[src/rtl/result_byte_streamer.sv]
// Buffers qualified result words in a FIFO and streams each one out MSB-first as bytes
// over a valid/ready handshake.
module result_byte_streamer #(
    parameter int unsigned DATA_W = 40,
    parameter int unsigned DEPTH  = 16
) (
    input  logic                     clk,
    input  logic                     rst,
    input  logic                     in_valid,
    input  logic [DATA_W-1:0]        in_data,
    output logic [7:0]               out_byte,
    output logic                     out_valid,
    input  logic                     out_ready,
    output logic [$clog2(DEPTH):0]   fifo_count,
    output logic                     overflow,
    input  logic                     clr_ovf,
    output logic                     busy
);

    localparam int unsigned BYTES = DATA_W / 8;
    localparam int unsigned AW    = $clog2(DEPTH);
    localparam int unsigned CW    = AW + 1;
    localparam int unsigned IW    = (BYTES > 1) ? $clog2(BYTES) : 1;

    typedef enum logic {IDLE, SEND} state_t;

    logic [DATA_W-1:0] mem [DEPTH];
    logic [AW-1:0]     wr_ptr;
    logic [AW-1:0]     rd_ptr;
    state_t            state;
    logic [DATA_W-1:0] shreg;
    logic [IW-1:0]     byte_idx;

    logic              full;
    logic              xfer;
    logic              last;
    logic              pop;
    logic              push;
    logic              drop;
    logic [DATA_W-1:0] head;
    logic [DATA_W-1:0] shifted;

    always_comb begin
        full    = (fifo_count == CW'(DEPTH));
        xfer    = out_valid && out_ready;
        last    = (byte_idx == IW'(BYTES - 1));
        // The head leaves the FIFO when the FSM is idle, or when the last byte of the
        // current word is accepted, so the next word follows without a bubble.
        pop     = (fifo_count != '0) && ((state == IDLE) || (state == SEND && xfer && last));
        push    = in_valid && (!full || pop);
        drop    = in_valid && !push;
        head    = mem[rd_ptr];
        shifted = shreg << 8;
    end

    always_ff @(posedge clk) begin
        if (push) begin
            mem[wr_ptr] <= in_data;
        end
    end

    always_ff @(posedge clk or negedge rst) begin
        if (!rst) begin
            wr_ptr     <= '0;
            rd_ptr     <= '0;
            fifo_count <= '0;
            overflow   <= 1'b0;
        end else begin
            if (push) begin
                wr_ptr <= wr_ptr + 1'b1;
            end
            if (pop) begin
                rd_ptr <= rd_ptr + 1'b1;
            end
            case ({push, pop})
                2'b10:   fifo_count <= fifo_count + 1'b1;
                2'b01:   fifo_count <= fifo_count - 1'b1;
                default: fifo_count <= fifo_count;
            endcase
            // A drop in the same cycle as a clear keeps the flag set.
            if (drop) begin
                overflow <= 1'b1;
            end else if (clr_ovf) begin
                overflow <= 1'b0;
            end
        end
    end

    always_ff @(posedge clk or negedge rst) begin
        if (!rst) begin
            state     <= IDLE;
            shreg     <= '0;
            byte_idx  <= '0;
            out_valid <= 1'b0;
            out_byte  <= '0;
        end else begin
            case (state)
                IDLE: begin
                    if (pop) begin
                        shreg     <= head;
                        byte_idx  <= '0;
                        out_valid <= 1'b1;
                        out_byte  <= head[DATA_W-1 -: 8];
                        state     <= SEND;
                    end
                end
                SEND: begin
                    if (xfer) begin
                        if (last) begin
                            if (pop) begin
                                shreg    <= head;
                                byte_idx <= '0;
                                out_byte <= head[DATA_W-1 -: 8];
                            end else begin
                                out_valid <= 1'b0;
                                state     <= IDLE;
                            end
                        end else begin
                            shreg    <= shifted;
                            byte_idx <= byte_idx + 1'b1;
                            out_byte <= shifted[DATA_W-1 -: 8];
                        end
                    end
                end
                default: state <= IDLE;
            endcase
        end
    end

    assign busy = out_valid || (fifo_count != '0);

endmodule

[config.mk]
export PLATFORM = sky130hd
export DESIGN_NAME = result_byte_streamer
export DESIGN_NICKNAME = d
export VERILOG_FILES = /design/src/rtl/result_byte_streamer.sv
export SDC_FILE = /design/constraint.sdc
export NUM_CORES = 1
export LEC_CHECK = 0
export ABC_AREA = 0
export CORE_ASPECT_RATIO = 0.6
export CORE_MARGIN = 2
export CORE_UTILIZATION = 40
export CTS_BUF_LIST = sky130_fd_sc_hd__clkbuf_8
export CTS_CLUSTER_SIZE = 14
export DETAILED_ROUTE_END_ITERATION = 16
export PLACE_DENSITY_LB_ADDON = 0.08
export SLEW_MARGIN = 0
export SYNTH_ARGS = -nofsm -noshare
export SYNTH_HDL_FRONTEND = slang
export SYNTH_SLANG_ARGS = --single-unit
[constraint.sdc]
create_clock -name clk -period 11.5 [get_ports clk]
set_input_delay 1.725 -clock clk [delete_from_list [all_inputs] [get_ports clk]]
set_output_delay 1.725 -clock clk [all_outputs]
set_load 0.02 [all_outputs]
==> impl_metrics.yaml <==
synthesis:
  syn_avg_cell_area_um2: 20.7
  ys_types: 44
  yosysWarnings: 0
  synth_top_area_share: 0.719
  ys_top_cells_by_area: "edfxtp_1, mux4_2, dfrtp_1"
  synth_xor_area_frac: 0.00393
  synth_edf_count: 640
  synth_fa_ha_area_frac: 0.00543
  yosys_most_used_dff: "edfxtp_1"
  synthesis.area_um2: 26700
  muxShareOfSynthArea: 0.136
  synth_top_family_by_area: "multiplexers"
  synth_simple_gate_area_frac: 0.0212
  netlist_instances: 1291
  ys_ff_latch: 699
  synth_fp_nets: 1347
  synth_compound_area_frac: 0.0455
  synthArstFlopShare: 0.0844
  yosysTopAreaCell: "edfxtp_1"
  yosysSeqAreaShare: 0.774
placement:
  dp.cells: 2211
  hpwl_um: 36400
  post-place-ws_ns: 6.33
  gp_congestion: 0.744
  numPortBuffers: 60
  placed_cell_area_um2: 28500
setup_path:
  worst-endpoint-arrival_ns: 2.70
  critPathMaxFanout: 5
  worstPathCellList: "or4_4, or3_1, clkdlybuf4s50_1"
  crit_start: "fifo_count[3]"
  regToRegStartpoint: "byte_idx[1]"
  cp.depth: 3
  critPathTopFamily: "simple AND/OR/NAND/NOR gates"
  crit_type: "register to primary output"
  start_kind: "register"
  reg2reg_to: "mem[14][10]"
  cp_data_required_time_ns: 9.78
  reg2reg_slack_ns: 8.04
  path_buf_inv: 1
  worstSetupEndpoint: "busy"
  slowest_stage: "clkdlybuf4s50_1"
  reg2reg_depth: 8
  endpoint_kind: "primary output"
  cpPeakStageDelay_ns: 0.60
route:
  drtIter0Drc: 1173
  ant_nets: 0
  wire_per_inst_um: 27.6
  wl_um: 66400
  drc: 0
  drt-pass1-iter-count: 5
  via_per_inst: 5.49
  vias: 13200
timing:
  post-route-min-period_ns: 4.42
  setup_viol: 0
  setup_tns_ns: 0
  hold_violations: 0
  fmax_mhz: 226
  fin_crit_sh: 0.384
  slew_headroom: 0.244
  fin_worst_skew_ns: 0.0247
  worst_slew_pin_slew_ns: 1.13
  setup_ws_ns: 7.08
  finalMaxSlewViolations: 0
  rsz0062_at_grt: "false"
clocking:
  cts_root_buffer: "clkbuf_8"
  clk_pin_slew_ns: 0.06
  cts_buffer_depth: 3
  insertion_delay_ns: 0.73
  htreeDepth: 3
  postCtsHoldBufs: 0
  cts_sinks: 699
  cts_tree: "built"
  post_cts_resized: 0
  cts_buffers: 103
  postCtsSetupBuffers: 0
layout:
  fillCellCount: 5668
  final_cells: 2408
  final-seq-area_um2: 20700
  post-route-util: 0.458
  final_area_um2: 30300
  layout.nets: 1472
  final_common_cell: "edfxtp_1"
  syn_to_final_growth_pct: 13.4
  final_cell_mix: "edfxtp_1, mux4_2, clkbuf_8, nand2_1, inv_1"
  final_layout_size_suffix_gt1_frac: 0.219
  multiInputGateArea_um2: 5730
worst_hold_path:
  hold_path_class: "register to register"
  holdCritStartpoint: "shreg[30]"
  hold_depth: 1
power:
  irDropWorstVdd_mv: 0.210
  p_per_area_nw_per_um2: 236
  p_leak_nw: 9.97
global_route:
  grt_pass1_wl_um: 96700
  track_usage: 0.198
  grt_pass1_vias: 13400
  overflow: 0
  antenna_found_initial: 1
  grt_max_degree: 106
die:
  die_w_um: 338
  core_area_um2: 66200
  num_rows: 73
  dieHeight_um: 204
  die_area_um2: 69000
  start_util: 0.404
  ioPinCount: 61
outcome:
  status: "completed"
job:
  cap_violations: 0
-- registers in the layout, indices dropped and copies added (netlist names) --
name / flops
byte_idx: 3
fifo_count: 5
mem: 640
out_byte: 8
out_valid: 1
overflow: 1
rd_ptr: 4
shreg: 32
state: 1
wr_ptr: 4
-- worst register-to-register path, cell delays in order, from the launching register on --
cell	delay (ns)
dfrtp_1	0.41
inv_1	0.07
ha_1	0.18
nand4_1	0.23
nand4_1	0.21
and2_1	0.35
nand3_1	0.39
nor2_4	0.59
buf_4	0.59
-- cell type report --
cell class	count	area share
flip-flops and latches	699	0.683
multi-input cells	508	0.189
well taps	900	0.0371
inverters	12	0.00149
clock inverters	89	0.0125
diodes	1	0.0000825
clock buffers	107	0.0486
repair buffers	92	0.0281
-- logic make-up after synthesis --
kind of cell,after synthesis
compound gates,174
fa+ha+maj,11
buf+inv,84
mux,182
xor+xnor,12
flops,699
simple gates,129
-- routing by layer --
metal	vias up	routed length [µm]	part of all wire	GRT usage
met1	7077	33600	0.51	0.320
met2	398	27000	0.41	0.264
met4	0	1540	0.023	0.0581
met5	-	0	0	0
li1	5623	-	-	-
met3	115	4230	0.064	0.0446
-- cells in the mapped netlist, drive strengths merged (5+ instances only) --
cell type,count
edfxtp,640
mux4,143
nand2,81
dfrtp,59
a22oi,44
buf,37
clkbuf,35
mux2i,35
a21oi,24
a31oi,20
o21ai,20
o22ai,18
a221oi,17
a221o,15
nor2,15
inv,12
and2,11
a21o,10
ha,10
xnor2,10
nand3,5
-- where the power goes --
group          switching [mW]  internal, mW
logic                    1.14         0.850
registers               0.238          3.10
clock network           0.962         0.865
-- worst min path at each step --
| stage | endpoint |
|---|---|
| 3_5_place_dp | out_byte[0] |
| 2_1_floorplan | shreg[0] |
| 3_3_place_gp | shreg[30] |
| 6_report | shreg[30] |
| 5_1_grt | out_byte[1] |
| 4_1_cts | out_byte[0] |
-- metrics by stage --
stage / hold WS [ns] / total power [mW]
after floorplan: 0.450 / 4.66
after global placement: 0.497 / 5.41
after detailed placement: 0.501 / 5.41
after global routing: 0.537 / 7.53
final: 0.516 / 7.16
after CTS: 0.515 / 7.26
(Power assumes the default switching activity.)
